## src/rtl/axis_vae_result_streamer_pkg.sv

```systemverilog
// ============================================================================
// Module   : vae_pkg
// Purpose  : Shared types and constants for the VAE stream loader/streamer.
// Revision : 1.0 - initial release
// ============================================================================
`default_nettype none

package vae_pkg;

  // Result format: signed Q6.10
  localparam int DATA_W  = 16;
  localparam int FRAC_W  = 10;

  // Stream and BRAM geometry
  localparam int AXIS_W  = 64;
  localparam int ADDR_W  = 4;
  localparam int N_OUT   = 9;

  // Lane offset of the 16-bit value inside a 64-bit beat (shared with the loader)
  localparam int RES_LSB = 48;

  typedef logic signed [DATA_W-1:0] q6_10_t;

  typedef enum logic [1:0] {
    ST_IDLE  = 2'd0,
    ST_READ  = 2'd1,
    ST_DRAIN = 2'd2
  } stream_state_t;

endpackage

`default_nettype wire

```

## src/rtl/axis_vae_result_streamer_fifo.sv

```systemverilog
// ============================================================================
// Module   : vae_sync_fifo
// Purpose  : Small synchronous prefetch FIFO with occupancy count.
//            Head is presented combinationally (first-word fall-through).
// Revision : 1.0 - initial release
// ============================================================================
`default_nettype none

module vae_sync_fifo #(
  parameter  int DEPTH = 2,
  parameter  int WIDTH = 16,
  localparam int PTR_W = (DEPTH > 1) ? $clog2(DEPTH) : 1,
  localparam int CNT_W = $clog2(DEPTH + 1)
) (
  input  logic             clk,
  input  logic             rst_n,
  input  logic             push,
  input  logic [WIDTH-1:0] push_data,
  input  logic             pop,
  output logic [WIDTH-1:0] head,
  output logic [CNT_W-1:0] count,
  output logic             empty
);

  logic [WIDTH-1:0] mem [DEPTH];
  logic [PTR_W-1:0] wr_ptr;
  logic [PTR_W-1:0] rd_ptr;
  logic             full;
  logic             do_push;
  logic             do_pop;

  function automatic logic [PTR_W-1:0] next_ptr(input logic [PTR_W-1:0] p);
    return (p == PTR_W'(DEPTH - 1)) ? '0 : p + PTR_W'(1);
  endfunction

  assign empty   = (count == '0);
  assign full    = (count == CNT_W'(DEPTH));
  // A push into a full FIFO is only accepted when the head leaves in the same cycle
  assign do_push = push && (!full || pop);
  assign do_pop  = pop && !empty;
  assign head    = mem[rd_ptr];

  // Storage, pointers and occupancy
  always_ff @(posedge clk or negedge rst_n) begin
    if (!rst_n) begin
      for (int i = 0; i < DEPTH; i++) mem[i] <= '0;
      wr_ptr <= '0;
      rd_ptr <= '0;
      count  <= '0;
    end else begin
      if (do_push) begin
        mem[wr_ptr] <= push_data;
        wr_ptr      <= next_ptr(wr_ptr);
      end
      if (do_pop) rd_ptr <= next_ptr(rd_ptr);
      case ({do_push, do_pop})
        2'b10:   count <= count + CNT_W'(1);
        2'b01:   count <= count - CNT_W'(1);
        default: count <= count;
      endcase
    end
  end

endmodule

`default_nettype wire

```

## src/rtl/axis_vae_result_streamer.sv

```systemverilog
// ============================================================================
// Module   : axis_vae_result_streamer
// Purpose  : AXI-Stream master that reads a finished VAE output frame from
//            the xout BRAM and sends one Q6.10 result per 64-bit beat.
// Revision : 1.0 - initial release
// ============================================================================
`default_nettype none

module axis_vae_result_streamer #(
  parameter int N_OUT  = vae_pkg::N_OUT,
  parameter int DATA_W = vae_pkg::DATA_W,
  parameter int AXIS_W = vae_pkg::AXIS_W,
  parameter int ADDR_W = vae_pkg::ADDR_W,
  parameter int RD_LAT = 1
) (
  input  logic              aclk,
  input  logic              aresetn,
  input  logic              vae_done,
  output logic              xout_enb,
  output logic [ADDR_W-1:0] xout_addrb,
  input  logic [DATA_W-1:0] xout_doutb,
  output logic [AXIS_W-1:0] m_axis_tdata,
  output logic              m_axis_tvalid,
  input  logic              m_axis_tready,
  output logic              m_axis_tlast,
  output logic              busy,
  output logic              frame_done,
  output logic              start_lost
);

  import vae_pkg::*;

  // Prefetch depth: enough to cover the BRAM round trip at full rate
  localparam int D     = RD_LAT + 1;
  localparam int CNT_W = $clog2(D + 1);
  localparam logic [ADDR_W-1:0] LAST_IDX = ADDR_W'(N_OUT - 1);

  stream_state_t     state;
  logic [ADDR_W-1:0] rd_cnt;
  logic [ADDR_W-1:0] beat_cnt;
  logic [RD_LAT-1:0] rd_vld;
  logic [CNT_W-1:0]  fifo_count;
  logic              fifo_empty;
  logic [DATA_W-1:0] fifo_head;
  logic              pop;
  logic              issue;
  logic              last_beat;

  assign pop           = m_axis_tvalid && m_axis_tready;
  assign m_axis_tvalid = !fifo_empty;
  assign m_axis_tlast  = m_axis_tvalid && (beat_cnt == LAST_IDX);
  assign last_beat     = pop && (beat_cnt == LAST_IDX);
  assign xout_enb      = issue;
  assign xout_addrb    = rd_cnt;

  // Credit check: a read may issue only if every word already in flight plus
  // the FIFO contents, less the head leaving this cycle, leaves a free slot.
  always_comb begin
    issue = 1'b0;
    if (state == ST_READ &&
        (int'(fifo_count) + $countones(rd_vld) - int'(pop)) < D)
      issue = 1'b1;
  end

  // Place the result in the top lane of the beat, lower bits zero
  always_comb begin
    m_axis_tdata = '0;
    m_axis_tdata[RES_LSB +: DATA_W] = fifo_head;
  end

  // Valid tag travelling alongside each read through the BRAM pipeline
  always_ff @(posedge aclk or negedge aresetn) begin
    if (!aresetn) begin
      rd_vld <= '0;
    end else begin
      rd_vld[0] <= issue;
      for (int i = 1; i < RD_LAT; i++) rd_vld[i] <= rd_vld[i-1];
    end
  end

  vae_sync_fifo #(
    .DEPTH (D),
    .WIDTH (DATA_W)
  ) u_fifo (
    .clk       (aclk),
    .rst_n     (aresetn),
    .push      (rd_vld[RD_LAT-1]),
    .push_data (xout_doutb),
    .pop       (pop),
    .head      (fifo_head),
    .count     (fifo_count),
    .empty     (fifo_empty)
  );

  // Frame sequencer with registered status outputs; a vae_done seen while a
  // frame is active or during the frame_done cycle is flagged, never started.
  always_ff @(posedge aclk or negedge aresetn) begin
    if (!aresetn) begin
      state      <= ST_IDLE;
      rd_cnt     <= '0;
      beat_cnt   <= '0;
      busy       <= 1'b0;
      frame_done <= 1'b0;
      start_lost <= 1'b0;
    end else begin
      frame_done <= 1'b0;
      if (pop) beat_cnt <= beat_cnt + ADDR_W'(1);
      if (vae_done && (state != ST_IDLE || frame_done)) start_lost <= 1'b1;
      case (state)
        ST_IDLE: begin
          if (vae_done && !frame_done) begin
            state    <= ST_READ;
            rd_cnt   <= '0;
            beat_cnt <= '0;
            busy     <= 1'b1;
          end
        end
        ST_READ: begin
          if (issue) begin
            if (rd_cnt == LAST_IDX) state <= ST_DRAIN;
            else                    rd_cnt <= rd_cnt + ADDR_W'(1);
          end
        end
        ST_DRAIN: begin
          if (last_beat) begin
            state      <= ST_IDLE;
            busy       <= 1'b0;
            frame_done <= 1'b1;
          end
        end
        default: begin
          state <= ST_IDLE;
          busy  <= 1'b0;
        end
      endcase
    end
  end

endmodule

`default_nettype wire

```

## config.mk

```make
export PLATFORM = sky130hd
export DESIGN_NAME = axis_vae_result_streamer
export DESIGN_NICKNAME = d
export VERILOG_FILES = /design/src/rtl/axis_vae_result_streamer_pkg.sv /design/src/rtl/axis_vae_result_streamer_fifo.sv /design/src/rtl/axis_vae_result_streamer.sv
export SDC_FILE = /design/constraint.sdc
export NUM_CORES = 1
export LEC_CHECK = 0
export ABC_AREA = 1
export BUFFER_PORTS_ARGS = -buffer_cell sky130_fd_sc_hd__buf_2
export CAP_MARGIN = 20
export CORE_MARGIN = 2
export CORE_UTILIZATION = 30
export CTS_BUF_LIST = sky130_fd_sc_hd__clkbuf_4
export DETAILED_ROUTE_END_ITERATION = 10
export GPL_TIMING_DRIVEN = 0
export HOLD_SLACK_MARGIN = 0.15
export PLACE_DENSITY = 0.51
export SYNTH_ARGS = -nofsm -noshare
export SYNTH_HDL_FRONTEND = slang
export SYNTH_SLANG_ARGS = --single-unit
```

## constraint.sdc

```tcl
create_clock -name aclk -period 4.2 [get_ports aclk]
set_clock_uncertainty 0.2 [all_clocks]
set_input_delay 0.42 -clock aclk [delete_from_list [all_inputs] [get_ports aclk]]
set_output_delay 0.42 -clock aclk [all_outputs]
set_load 0.05 [all_outputs]
```

==> qor.txt <==
Status -> completed
CP endpoint -> xout_enb
Minimum clock period -> 3.43 ns
IO Pins -> 94
VDD IR max -> 413 uV
Post-Place Cell Area -> 3360 um2
Worst setup margin -> 0.766 ns
Floorplan row count -> 35
Sink Count -> 50
Post-synthesis register bit count -> 50
Starting DRT DRC Count -> 71
Most common cell in the synthesized netlist -> nand2_1
Hold Fails Final Rpt -> 0
Post-synth top area cell -> dfrtp_1
Reg2reg end -> xout_addrb[1]
Pin count of the biggest net entering global routing -> 29
Detailed-route via count -> 2324
CTS H-Tree Depth -> 2
Grt ovf -> 0
Achievable frequency -> 291 MHz
Die Area -> 10100 um2
Wire per inst -> 11.0 um
Yosys warns -> 0
Leak -> 0.00197 uW
Setup crit start -> u_fifo.count[0]
Diodes inserted -> 0
CP required -> 3.58 ns
Clk buf depth -> 2
Final wirelength -> 6.27 mm
Worst path cell trace -> nor2_2 -> nor2_1 -> ha_1 -> inv_1 -> nand2_1 -> fa_1 -> nand3_1 -> nand2_1 -> nand2_1 -> inv_1 -> buf_2
Total core area -> 9150 um2
Syn_area_per_cell -> 8.24 um2
Startpoint Class -> register
Reg-to-reg slack, setup -> 1.66 ns
Share of cells above drive strength 1 -> 24.9%
Max-slew violations -> 0
Worst Tran Pin Value -> 0.567 ns
TritonRoute pass-1 iters -> 4
Commonest cells post-synth -> nand2_1, buf_4, dfrtp_1
Number of global-route vias before repair -> 2252
Later-pin clock latency in the skew report -> 0.37 ns
Max Fanout on Critical Path -> 5
TNS Setup -> 0 ns
Async SR Flop Fraction -> 100%
Worst-path clk slew -> 0.15 ns
Worst Hold Slack -> 0.286 ns
Synth Cell Area -> 2800 um2
DP Worst Slack -> 1.17 ns
Initial antenna violation count -> 0
Top_reg_cell synth -> dfrtp_1
Worst reg2reg path depth -> 11
Final Wtd Congestion -> 0.755
Critical R2R Launch -> u_fifo.count[0]
Register area share after synthesis -> 44.7%
TritonCTS clock tree -> yes
CTS root buf -> clkbuf_4
Crit. End Element -> primary output
Crit Path Class -> register to primary output
Chip height -> 101 um
CP arrival -> 2.81 ns
Max stage delay on crit path -> 0.51 ns
Final Total Pwr -> 2820 uW
Post-Synthesis Cells -> 340
Final worst-path cycle share -> 81.8%
Synth unique cells -> 28
Power density cells -> 785 nW/um2
Residual DRC -> 0
Number of vias per cell -> 4.08
Fin area -> 3590 um2
Post-DP HPWL -> 4.53 mm
Fillcell total -> 1000
Port-buffer cells -> 45
Number of flops mapped to enable cells by yosys -> 0
First-pass GRT wire length -> 10.6 mm
Post-route ant nets -> 0
Cts bufs inserted -> 5
Hold Crit Class -> register to register
Slew headroom -> 62.2%
Worst path slowest cell -> fa_1
NumNets Final -> 486
Area growth, synth to finish -> 28.3%
RSZ-0062 raised after global routing -> false
Top cells by area, synth -> dfrtp_1, buf_4, nand2_1
Horiz. Die Dim -> 101 um
Post-synth top area share -> 44.7%
Most used cell, CP -> nand2_1
Final setup fails -> 0
GRT Overall Usage -> 13.1%
Initial core utilization -> 30.6%
Max Cap Viol -> 0
[critical path, delay by kind of cell (launching register included)]
kind                       cells  cell delay, ns
adders and majority gates      2            0.79
and+or+nand+nor                6            0.78
buffers and inverters          3            0.39
DFF                            1            0.47
[worst min-delay path by stage]
stage / slack [ns] / cells after the start / end / from
after floorplan: -0.08 / 0 / beat_cnt[0] / aresetn
after global placement: 0.26 / 1 / start_lost / start_lost
after detailed placement: 0.25 / 1 / xout_addrb[2] / aresetn
after CTS: 0.28 / 5 / u_fifo.wr_ptr / m_axis_tready
after global routing: 0.32 / 1 / start_lost / start_lost
final: 0.29 / 1 / start_lost / start_lost
[cell families after synthesis]
kind of cell / Yosys count / share of synthesized area [%]
AO/OA/AOI/OAI: 58 / 10.7
flip-flops: 50 / 44.7
AND/OR/NAND/NOR: 125 / 19.5
XOR/XNOR: 6 / 1.88
other: 1 / 0.134
buffers and inverters: 92 / 19.2
adder cells (fa/ha/maj): 8 / 3.84
[per-stage QoR]
step,std cells,utilization (%)
finish,569,39.3
global route,569,39.3
CTS,569,39.3
detailed placement,544,36.7
global placement,543,36.5
floorplan,387,-
[timing repair]
| item | CTS | global route |
|---|---|---|
| hold buffers | 18 | 0 |
| resized for setup | 0 | 0 |
| setup buffers | 0 | 0 |
| endpoints found under the hold margin | 55 | 0 |
[state kept, by name (all words and copies together), names as in the netlist]
| name | flops |
|---|---|
| rd_vld | 1 |
| u_fifo.wr_ptr | 1 |
| frame_done | 1 |
| busy | 1 |
| start_lost | 1 |
| u_fifo.rd_ptr | 1 |
| u_fifo.count | 2 |
| u_fifo.mem | 32 |
| state | 2 |
| beat_cnt | 4 |
| xout_addrb | 4 |
[power by group]
part | total [uW] | leakage (uW) | internal [uW] | switching, uW
Sequential | 837 | 0.000610 | 705 | 133
Combinational | 1760 | 0.00134 | 463 | 1300
Clock | 223 | 0.0000233 | 62.2 | 161
Total | 2820 | 0.00197 | 1230 | 1590
[cell usage in the layout, fill, tap and decap left out, types with 4 or more instances in the layout]
| cell | n |
|---|---|
| dfrtp_1 | 50 |
| dlygate4sd3_1 | 18 |
| nand3_1 | 8 |
| buf_4 | 51 |
| o21ai_0 | 37 |
| o21ai_1 | 14 |
| nor2_1 | 10 |
| inv_1 | 33 |
| nand2_1 | 92 |
| ha_1 | 7 |
| clkbuf_4 | 5 |
| clkbuf_1 | 5 |
| nand4_1 | 4 |
| conb_1 | 48 |
| buf_2 | 47 |
| xor2_1 | 5 |
[per-layer routing]
layer  wire length (um)  GRT usage [%]
met1               2900           17.5
met3                317           2.36
met2               2990           22.1
met5                  0              0
met4                 61           2.95
[final cells by class]
cell class,count,area [um2],share of cell area [%]
Clock buffer,5,37.5,1.04
Tap cell,111,139,3.86
Inverter,34,128,3.55
Buffer,58,412,11.5
Clock inverter,2,15.0,0.418
Timing Repair Buffer,64,425,11.8
Multi-Input combinational cell,245,1190,33.0
Sequential cell,50,1250,34.8
(Power assumes the default switching activity.)
